===== config.mk =====
export PLATFORM = sky130hd
export DESIGN_NAME = imm_encoder_flat
export DESIGN_NICKNAME = d
export VERILOG_FILES = /design/src/rtl/imm_enc_pkg.sv /design/src/rtl/imm_encoder_if.sv /design/src/rtl/imm_pack.sv /design/src/rtl/imm_encoder.sv /design/src/flat_wrapper.sv
export SDC_FILE = /design/constraint.sdc
export NUM_CORES = 1
export LEC_CHECK = 0
export CORE_MARGIN = 3
export CORE_UTILIZATION = 45
export DETAILED_ROUTE_END_ITERATION = 6
export PLACE_DENSITY = 0.78
export SLEW_MARGIN = 10
export SYNTH_ARGS = -nofsm -noshare
export SYNTH_HDL_FRONTEND = slang
export SYNTH_SLANG_ARGS = --single-unit

===== constraint.sdc =====
create_clock -name clk -period 2 [get_ports clk]
set_input_delay 0.6 -clock clk [delete_from_list [all_inputs] [get_ports clk]]
set_output_delay 0.6 -clock clk [all_outputs]
set_load 0.005 [all_outputs]

===== src/rtl/imm_enc_pkg.sv =====
// imm_enc_pkg: shared constants and types for the RV32I immediate encoder.
package imm_enc_pkg;
  localparam logic [1:0] IMM_I = 2'b00;
  localparam logic [1:0] IMM_S = 2'b01;
  localparam logic [1:0] IMM_B = 2'b10;
  localparam logic [31:0] NOP_INSTR = 32'h0000_0013;
  typedef enum logic [1:0] {
    ERR_NONE  = 2'b00,
    ERR_RANGE = 2'b01,
    ERR_ALIGN = 2'b10,
    ERR_SRC   = 2'b11
  } err_code_e;
  typedef struct packed {
    logic [1:0]  imm_src;
    logic [6:0]  opcode;
    logic [4:0]  rd;
    logic [4:0]  rs1;
    logic [4:0]  rs2;
    logic [2:0]  funct3;
    logic [31:0] imm;
  } s1_fields_t;
endpackage


===== src/rtl/imm_encoder_if.sv =====
// imm_encoder_if: field-input stream, instruction-output stream and error counter bus.
interface imm_encoder_if #(parameter int CNT_W = 16) ();
  logic             in_valid;
  logic             in_ready;
  logic [1:0]       ImmSrc;
  logic [6:0]       opcode;
  logic [4:0]       rd;
  logic [4:0]       rs1;
  logic [4:0]       rs2;
  logic [2:0]       funct3;
  logic [31:0]      imm;
  logic             out_valid;
  logic             out_ready;
  logic [31:0]      instr_out;
  logic             err_out;
  logic [1:0]       err_code;
  logic [CNT_W-1:0] err_count;
  logic             err_clr;
  modport master (
    output in_valid, ImmSrc, opcode, rd, rs1, rs2, funct3, imm, out_ready, err_clr,
    input  in_ready, out_valid, instr_out, err_out, err_code, err_count
  );
  modport slave (
    input  in_valid, ImmSrc, opcode, rd, rs1, rs2, funct3, imm, out_ready, err_clr,
    output in_ready, out_valid, instr_out, err_out, err_code, err_count
  );
endinterface


===== src/rtl/imm_pack.sv =====
// imm_pack: range/alignment checks and I/S/B field packing; errors yield a NOP.
module imm_pack
  import imm_enc_pkg::*;
(
  input  s1_fields_t  f_i,
  output logic [31:0] instr_o,
  output err_code_e   err_o
);
  logic        bad_is;
  logic        bad_b;
  logic [31:0] word_i;
  logic [31:0] word_s;
  logic [31:0] word_b;
  // In range means the upper bits are a pure sign extension.
  assign bad_is = !((&f_i.imm[31:11]) || !(|f_i.imm[31:11]));
  assign bad_b  = !((&f_i.imm[31:12]) || !(|f_i.imm[31:12]));
  assign word_i = {f_i.imm[11:0], f_i.rs1, f_i.funct3, f_i.rd, f_i.opcode};
  assign word_s = {f_i.imm[11:5], f_i.rs2, f_i.rs1, f_i.funct3, f_i.imm[4:0], f_i.opcode};
  assign word_b = {f_i.imm[12], f_i.imm[10:5], f_i.rs2, f_i.rs1, f_i.funct3,
                   f_i.imm[4:1], f_i.imm[11], f_i.opcode};
  always_comb begin
    err_o   = (f_i.imm_src == 2'b11)                ? ERR_SRC   :
              (f_i.imm_src == IMM_B && f_i.imm[0])  ? ERR_ALIGN :
              ((f_i.imm_src == IMM_B) ? bad_b : bad_is) ? ERR_RANGE : ERR_NONE;
    instr_o = (err_o != ERR_NONE)       ? NOP_INSTR :
              (f_i.imm_src == IMM_I)    ? word_i    :
              (f_i.imm_src == IMM_S)    ? word_s    : word_b;
  end
endmodule


===== src/rtl/imm_encoder.sv =====
// imm_encoder: two-stage valid/ready pipeline around imm_pack with a saturating error counter.
module imm_encoder
  import imm_enc_pkg::*;
#(
  parameter int CNT_W = 16
) (
  input logic           clk,
  input logic           rst_n,
  imm_encoder_if.slave  bus
);
  logic             s1_valid_q, s1_valid_d;
  logic             s2_valid_q, s2_valid_d;
  s1_fields_t       s1_q, s1_d;
  logic [31:0]      s2_instr_q, s2_instr_d;
  err_code_e        s2_err_q, s2_err_d;
  logic [CNT_W-1:0] err_count_q, err_count_d;
  logic [31:0]      pk_instr;
  err_code_e        pk_err;
  logic             s1_adv;
  logic             in_fire;
  logic             out_fire;
  logic             s2_load;
  imm_pack u_pack (
    .f_i     (s1_q),
    .instr_o (pk_instr),
    .err_o   (pk_err)
  );
  assign s1_adv        = !s2_valid_q || bus.out_ready;
  assign bus.in_ready  = !s1_valid_q || s1_adv;
  assign in_fire       = bus.in_valid && bus.in_ready;
  assign out_fire      = s2_valid_q && bus.out_ready;
  assign s2_load       = s1_adv && s1_valid_q;
  assign bus.out_valid = s2_valid_q;
  assign bus.instr_out = s2_instr_q;
  assign bus.err_out   = s2_err_q != ERR_NONE;
  assign bus.err_code  = s2_err_q;
  assign bus.err_count = err_count_q;
  always_comb begin
    s1_valid_d  = bus.in_ready ? bus.in_valid : s1_valid_q;
    s1_d        = in_fire ? '{imm_src: bus.ImmSrc, opcode: bus.opcode, rd: bus.rd,
                              rs1: bus.rs1, rs2: bus.rs2, funct3: bus.funct3, imm: bus.imm}
                          : s1_q;
    s2_valid_d  = s1_adv ? s1_valid_q : s2_valid_q;
    s2_instr_d  = s2_load ? pk_instr : s2_instr_q;
    s2_err_d    = s2_load ? pk_err : s2_err_q;
    // Clear beats a same-cycle increment; all-ones is sticky.
    err_count_d = bus.err_clr ? '0 :
                  (out_fire && s2_err_q != ERR_NONE && !(&err_count_q)) ? err_count_q + CNT_W'(1)
                                                                        : err_count_q;
  end
  always_ff @(posedge clk or negedge rst_n) begin
    if (!rst_n) begin
      s1_valid_q  <= 1'b0;
      s2_valid_q  <= 1'b0;
      s1_q        <= '0;
      s2_instr_q  <= '0;
      s2_err_q    <= ERR_NONE;
      err_count_q <= '0;
    end else begin
      s1_valid_q  <= s1_valid_d;
      s2_valid_q  <= s2_valid_d;
      s1_q        <= s1_d;
      s2_instr_q  <= s2_instr_d;
      s2_err_q    <= s2_err_d;
      err_count_q <= err_count_d;
    end
  end
endmodule


===== src/flat_wrapper.sv =====
// flat-port wrapper written by rule: the top's interface ports become plain ports
module imm_encoder_flat import imm_enc_pkg::*;
#(
  parameter int CNT_W = 16
)
  (clk, rst_n, bus_in_valid, bus_ImmSrc, bus_opcode, bus_rd, bus_rs1, bus_rs2, bus_funct3, bus_imm, bus_out_ready, bus_err_clr, bus_in_ready, bus_out_valid, bus_instr_out, bus_err_out, bus_err_code, bus_err_count);
  imm_encoder_if #(.CNT_W(CNT_W)) bus_i ();
  input logic clk;
  input logic rst_n;
  input wire logic [$bits(bus_i.in_valid)-1:0] bus_in_valid;
  input wire logic [$bits(bus_i.ImmSrc)-1:0] bus_ImmSrc;
  input wire logic [$bits(bus_i.opcode)-1:0] bus_opcode;
  input wire logic [$bits(bus_i.rd)-1:0] bus_rd;
  input wire logic [$bits(bus_i.rs1)-1:0] bus_rs1;
  input wire logic [$bits(bus_i.rs2)-1:0] bus_rs2;
  input wire logic [$bits(bus_i.funct3)-1:0] bus_funct3;
  input wire logic [$bits(bus_i.imm)-1:0] bus_imm;
  input wire logic [$bits(bus_i.out_ready)-1:0] bus_out_ready;
  input wire logic [$bits(bus_i.err_clr)-1:0] bus_err_clr;
  output wire logic [$bits(bus_i.in_ready)-1:0] bus_in_ready;
  output wire logic [$bits(bus_i.out_valid)-1:0] bus_out_valid;
  output wire logic [$bits(bus_i.instr_out)-1:0] bus_instr_out;
  output wire logic [$bits(bus_i.err_out)-1:0] bus_err_out;
  output wire logic [$bits(bus_i.err_code)-1:0] bus_err_code;
  output wire logic [$bits(bus_i.err_count)-1:0] bus_err_count;
  assign bus_i.in_valid = bus_in_valid;
  assign bus_i.ImmSrc = bus_ImmSrc;
  assign bus_i.opcode = bus_opcode;
  assign bus_i.rd = bus_rd;
  assign bus_i.rs1 = bus_rs1;
  assign bus_i.rs2 = bus_rs2;
  assign bus_i.funct3 = bus_funct3;
  assign bus_i.imm = bus_imm;
  assign bus_i.out_ready = bus_out_ready;
  assign bus_i.err_clr = bus_err_clr;
  assign bus_in_ready = bus_i.in_ready;
  assign bus_out_valid = bus_i.out_valid;
  assign bus_instr_out = bus_i.instr_out;
  assign bus_err_out = bus_i.err_out;
  assign bus_err_code = bus_i.err_code;
  assign bus_err_count = bus_i.err_count;
  imm_encoder #(.CNT_W(CNT_W)) u_core (.clk(clk), .rst_n(rst_n), .bus(bus_i));
endmodule

==> results of run 1 <==
kinds of logic after synthesis:
group | Yosys count | synth area share, %
flip-flops | 111 | 60.4
AND/OR/NAND/NOR | 82 | 9.03
multiplexers | 72 | 17.3
AO/OA/AOI/OAI | 53 | 8.56
buffers and inverters | 22 | 2.42
XOR/XNOR | 11 | 2.09
adder cells (fa/ha/maj) | 1 | 0.272
registers in the layout, indices dropped and copies added (netlist names):
name and count:
u_core.bus.err_count 16, u_core.bus.err_code 2, u_core.bus.out_valid 1, u_core.bus.instr_out 32
u_core.s1_q 59, u_core.s1_valid_q 1
cells in the mapped netlist (2+ instances only):
library cell  number  area share (%)
buf_1              6            0.49
inv_1              4            0.33
nand4_1           10             1.4
nand2_1           20             1.6
a22o_1            18             3.4
buf_2              4            0.44
and4_1             2            0.38
nor4_1             4            0.54
nand3_1            3            0.33
dfrtp_1          111              60
a211oi_1           3            0.49
clkbuf_1           6            0.49
and3_1             4            0.54
nor2_1            19             1.5
o22a_1             3            0.57
a21oi_1            7            0.76
o21ai_1           10             1.1
mux2i_1           13             2.8
nor3_1             8            0.87
nand2b_1           4            0.54
xnor2_1           10             1.9
o21ai_0            4            0.44
mux2_2            59              14
per-stage QoR:
step	setup TNS (ps)	cell area [µm²]	setup WS, ps	cells
after floorplan	0	4600	157	352
after global placement	-17430	6070	-300	604
after detailed placement	-18680	6070	-307	604
after CTS	-19.8	6270	-19.8	621
after global routing	-0.0541	6320	-0.0541	623
final	0	6320	48.6	623
worst register-to-register path: stages, from the launching register on:
cell and delay [ps]:
dfrtp_1 420, or4_1 540, nor2_2 140, a31o_2 210
o2111ai_4 150, buf_6 180, o22a_1 160
metal layers:
layer  global-route usage (%)  part of all wire, %  up-vias
met2                     30.5                   50       80
met1                     24.4                   44     1603
met3                     3.31                  5.3        8
met5                        0                    0        -
li1                         -                    -     1541
met4                     6.94                  1.1        0
worst min path at each step:
stage,end,from,cells past startpoint,slack [ps]
after floorplan,u_core.bus.err_code[0],rst_n,0,300
after global placement,u_core.bus.instr_out[7],u_core.bus.instr_out[7],2,460
after detailed placement,u_core.bus.instr_out[3],u_core.s1_q[53],1,480
after CTS,u_core.bus.instr_out[28],rst_n,1,200
after global routing,u_core.bus.instr_out[28],rst_n,1,190
final,u_core.bus.instr_out[28],rst_n,1,190
final cells by class:
cell class / instances / area (µm²) / area share (%)
multi-input combinational: 219 / 1730 / 27.4
tap: 133 / 166 / 2.63
clock inverter: 7 / 77.6 / 1.23
timing repair buffer: 140 / 1420 / 22.4
sequential: 111 / 2790 / 44.1
clock buffer: 9 / 124 / 1.96
inverter: 4 / 15.0 / 0.238
layout by cell type, fill, tap and decap left out, drive strengths merged, types with 4 or more instances in the layout:
| cell | count |
|---|---|
| a21oi | 7 |
| clkbuf | 10 |
| nand4 | 10 |
| o22a | 4 |
| xnor2 | 10 |
| mux2i | 13 |
| clkdlybuf4s50 | 112 |
| a22o | 19 |
| dfrtp | 111 |
| nor2 | 19 |
| nor3 | 8 |
| buf | 25 |
| and3 | 4 |
| nand2b | 4 |
| o21ai | 14 |
| nor4 | 4 |
| inv | 7 |
| nand2 | 20 |
| mux2 | 59 |
what timing repair did:
item	in CTS	in global routing
setup endpoints to repair	3	10
pin swaps	0	1
resized for setup	4	14
setup buffers	1	1
gates cloned	0	1
power by group:
part           internal (mW)  switching [mW]  leakage (nW)
Clock                  0.495           0.827        0.0979
Sequential              2.43           0.135          1.38
Combinational          0.417           0.266          1.13
==> reports/metrics.yaml, run 1 <==
setup_path:
  r2r-end: "u_core.bus.instr_out[4]"
  r2r_slack_ps: 90
  critPathSlowestCell: "clkdlybuf4s50_1"
  crit_path_max_fanout: 8
  crit_family: "buffers and inverters"
  crit_buf_inv: 1
  critical_path_cell_count: 1
  worst-setup-path-type: "flop to output port"
  crit_end: "bus_err_count[2]"
  endpoint_kind: "output port"
  critPathLaunch: "u_core.bus.err_count[2]"
  startpoint_type: "flop"
  worstRegToRegCells: 6
  required_ps: 1400
  reg2reg_from: "u_core.s1_q[12]"
  cp_cell_sequence: "clkdlybuf4s50_1"
  arrival_ps: 1350
  max_stage_delay_ps: 540
detailed_routing:
  ant_nets: 0
  detail_route.vias_per_cell: 5.19
  routedWlPerCell_um: 16.1
  firstDrtPassIters: 5
  routed_wl_um: 10000
  drc_errors: 0
  drt_iter0_drc: 84
  vias: 3232
sta:
  setup-violations-final: 0
  finalHoldViolCount: 0
  maxSlewViolCount: 0
  max_slew_margin_pct: 58.3
  skew_ps: 24.0
  rsz0062_at_grt: "yes"
  fmax_mhz: 512
  min_period_over_period_pct: 97.6
  worst-slew-pin-transition_ps: 619
  fin_hold_ws_ps: 194
  layout_min_cycle_time_ps: 1950
global_routing:
  grt_remaining_overflow: 0
  grt_start_max_net_pins: 43
  grt_pass1_vias: 3441
  grt_pass1_wl_um: 16700
  grt.total_usage_pct: 18.5
  antenna_found_initial: 0
floorplan:
  coreArea_mm2: 0.00986
  die_h_um: 107
  start_util_pct: 46.7
  row_count: 36
  dieArea_mm2: 0.0115
  die_w_um: 107
  ios: 117
pwr:
  peakVddDrop_uv: 400
  power_mw: 4.58
  cellPowerDensity_mw_per_mm2: 724
  p_leak_nw: 2.60
cts:
  clk_latency_ps: 370
  ctsHoldBuffers: 0
  numClockSinks: 111
  cts.clk_slew.worst_paths_ps: 130
  htreeDepth: 3
  tritoncts: "built"
  cts_made_buffers: 9
  root_buffer: "clkbuf_8"
  cts_buffer_depth: 2
synth:
  yosysSeqAreaShare_pct: 60.4
  ys.flop_type: "dfrtp_1"
  syn_area_per_cell_um2: 13.1
  synth_edf_count: 0
  async_flop_share_pct: 100
  yosysWarnings: 0
  ys_ff_latch: 111
  syn_inst: 352
  synth_fp_nets: 417
  ys_types: 43
  syn_area_mm2: 0.00460
layout:
  antennaDiodeCount: 0
  final_core_util_pct: 64.1
  drive_above_1_share_pct: 23.9
  nFillCells: 726
  syn_to_final_growth_pct: 37.4
  final_nets: 550
place:
  port_buffers: 116
  place_congestion: 0.811
  dp_hpwl_um: 7380
job:
  cap_violations: 0
min_path:
  hold_class: "input pin to async pin"
status:
  status: "completed"
(Power assumes the default switching activity.)
==> inputs of run 2 (changes only) <==
Settings changed: CAP_MARGIN from default to 10, CORE_UTILIZATION 45 to 44, PLACE_DENSITY 0.78 to 0.8.
Clock period 2 ns to 1.6 ns, I/O delays scaled along.
==> reports/metrics.yaml, run 2 (synthesis gave the netlist of run 1 again) <==
sta:
  setup_slack_ps: -268  # -317 ps
  worst-slew-pin-transition_ps: 551  # -67.8 ps
  fmax_mhz: 535
  max_slew_margin_pct: 62.9  # +4.6 points
  maxSlewViolCount: 0  # unchanged
  tns_ps: -8190  # -8190 ps
  min_period_over_period_pct: 117
  setup-violations-final: 42  # +42
  rsz0062_at_grt: "yes"
  finalHoldViolCount: 0  # unchanged
  layout_min_cycle_time_ps: 1870
  skew_ps: 13.3  # -10.7 ps
floorplan:
  row_count: 36  # unchanged
  die_w_um: 108  # +1.1%
  coreArea_mm2: 0.00995  # +0.91%
  ios: 117  # unchanged
  start_util_pct: 46.2  # -0.42 points
  dieArea_mm2: 0.0117  # +2.1%
  die_h_um: 108  # +1.1%
status:
  status: "complete, but fails checks"
  violations: "negative setup slack"
min_path:
  hp-start: "u_core.bus.instr_out[31]"
  hold_end: "u_core.bus.instr_out[31]"
  hold_class: "flop to flop"
  min_path_cells: 2
place:
  port_buffers: 116  # unchanged
  place_congestion: 0.826  # +1.8%
  dp_hpwl_um: 7690  # +4.2%
  dp_slack_ps: -515  # -208 ps
  dp.cells: 629  # +4.1%
setup_path:
  r2r-end: "u_core.bus.instr_out[15]"
  r2r_slack_ps: -270  # -360 ps
  worstRegToRegCells: 6  # unchanged
  cp_cell_sequence: "or4_4, nor2_4, a31o_4, o2111a_2, buf_12, a22o_1"
  startpoint_type: "flop"
  endpoint_kind: "flop"
  reg2reg_from: "u_core.s1_q[12]"
  arrival_ps: 2170  # +820 ps
  critPathSlowestCell: "or4_4"
  crit_path_max_fanout: 18  # +10
  max_stage_delay_ps: 550  # about the same
  required_ps: 1900  # +500 ps
  worst-setup-path-type: "flop to flop"
layout:
  syn_to_final_growth_pct: 51.9
  finalNonFillerCells: 685  # +10%
  antennaDiodeCount: 0  # unchanged
  nFillCells: 720  # -0.83%
  top_register: "u_core.s1_q"
  final_nets: 612  # +11%
  final_core_util_pct: 70.2  # +6.1 points
  largest_reg_flops: 59  # unchanged
  layout_common_cells: "dfrtp_1, buf_4, clkdlybuf4s50_1, mux2_2, dlygate4sd2_1"
  drive_above_1_share_pct: 36.4  # +13 points
  final_common_cell: "dfrtp_1"
cts:
  cts.clk_slew.worst_paths_ps: 100  # -30 ps
  numClockSinks: 111  # unchanged
  cts_made_buffers: 9  # unchanged
  cts_buffer_depth: 2  # unchanged
  root_buffer: "clkbuf_8"
  htreeDepth: 3  # unchanged
  clk_latency_ps: 360  # about the same
  tritoncts: "built"
detailed_routing:
  ant_nets: 0  # unchanged
  drc_errors: 0  # unchanged
  vias: 3612  # +12%
  detail_route.vias_per_cell: 5.27  # +1.6%
  routedWlPerCell_um: 17.7  # +9.5%
  drt_iter0_drc: 192  # +130%
  firstDrtPassIters: 5  # unchanged
  routed_wl_um: 12100  # +20%
global_routing:
  grt_start_max_net_pins: 33  # -23%
  grt_pass1_vias: 3674  # +6.8%
  grt.total_usage_pct: 20.1  # +1.6 points
  grt_remaining_overflow: 0  # unchanged
  grt_pass1_wl_um: 18300  # +9.8%
  antenna_found_initial: 0  # unchanged
pwr:
  peakVddDrop_uv: 492  # +23%
  cellPowerDensity_mw_per_mm2: 861  # +19%
  p_leak_nw: 3.23  # +24%
job:
  cap_violations: 0  # unchanged
run 2: per-layer routing:
layer | vias to the layer above | share of wire [%] | GRT usage [%]
met1 | 1822 | 39 | 24.8
met3 | 21 | 5.4 | 4.30
met2 | 100 | 53 | 36.2
met5 | - | 0 | 0
met4 | 0 | 1.8 | 4.33
li1 | 1669 | - | -
run 2: what timing repair did:
| item | in CTS | in global routing |
|---|---|---|
| hold buffers | 1 | 0 |
| pin swaps | 9 | 19 |
| setup buffers | 31 | 7 |
| gates cloned | 3 | 0 |
| endpoints found under the setup margin | 158 | 90 |
| endpoints found under the hold margin | 5 | 0 |
| resized for setup | 84 | 34 |
run 2: metrics by stage:
step / hold WS, ps / total power, mW / area [µm²]
after floorplan: 184 / 3.67 / 4630
after global placement: 391 / 4.15 / 6250
after detailed placement: 396 / 4.20 / 6250
after global routing: 515 / 6.30 / 6990
final: 491 / 6.02 / 6990
after CTS: 492 / 6.05 / 6830
run 2: report_power, final:
| group | internal, mW | switching, mW | leakage, nW |
|---|---|---|---|
| Sequential | 3.04 | 0.145 | 1.38 |
| Clock | 0.825 | 0.940 | 0.108 |
| Combinational | 0.643 | 0.421 | 1.74 |
run 2: worst max-delay path by stage:
stage                          startpoint                       end
after floorplan           u_core.s1_q[15]  u_core.bus.instr_out[16]
after global placement      bus_out_ready              bus_in_ready
after detailed placement    bus_out_ready  u_core.bus.instr_out[25]
after CTS                 u_core.s1_q[12]   u_core.bus.instr_out[0]
after global routing      u_core.s1_q[12]   u_core.bus.instr_out[3]
final                     u_core.s1_q[12]  u_core.bus.instr_out[15]
run 2: final cells by class:
| type | count | area (µm²) | area share [%] |
|---|---|---|---|
| multi-input combinational | 219 | 1900 | 27.2 |
| timing repair buffer | 202 | 1910 | 27.4 |
| tap | 133 | 166 | 2.38 |
| sequential | 111 | 2780 | 39.8 |
| clock buffer | 11 | 151 | 2.17 |
| inverter | 4 | 15.0 | 0.215 |
| clock inverter | 5 | 62.6 | 0.895 |
run 2: worst max-delay path: cells and delay by family, from the launching register on:
family / cells / cell delay, ps
buffers and inverters: 1 / 160
DFF: 1 / 390
AOI/OAI and AO/OA: 3 / 550
and+or+nand+nor: 2 / 700
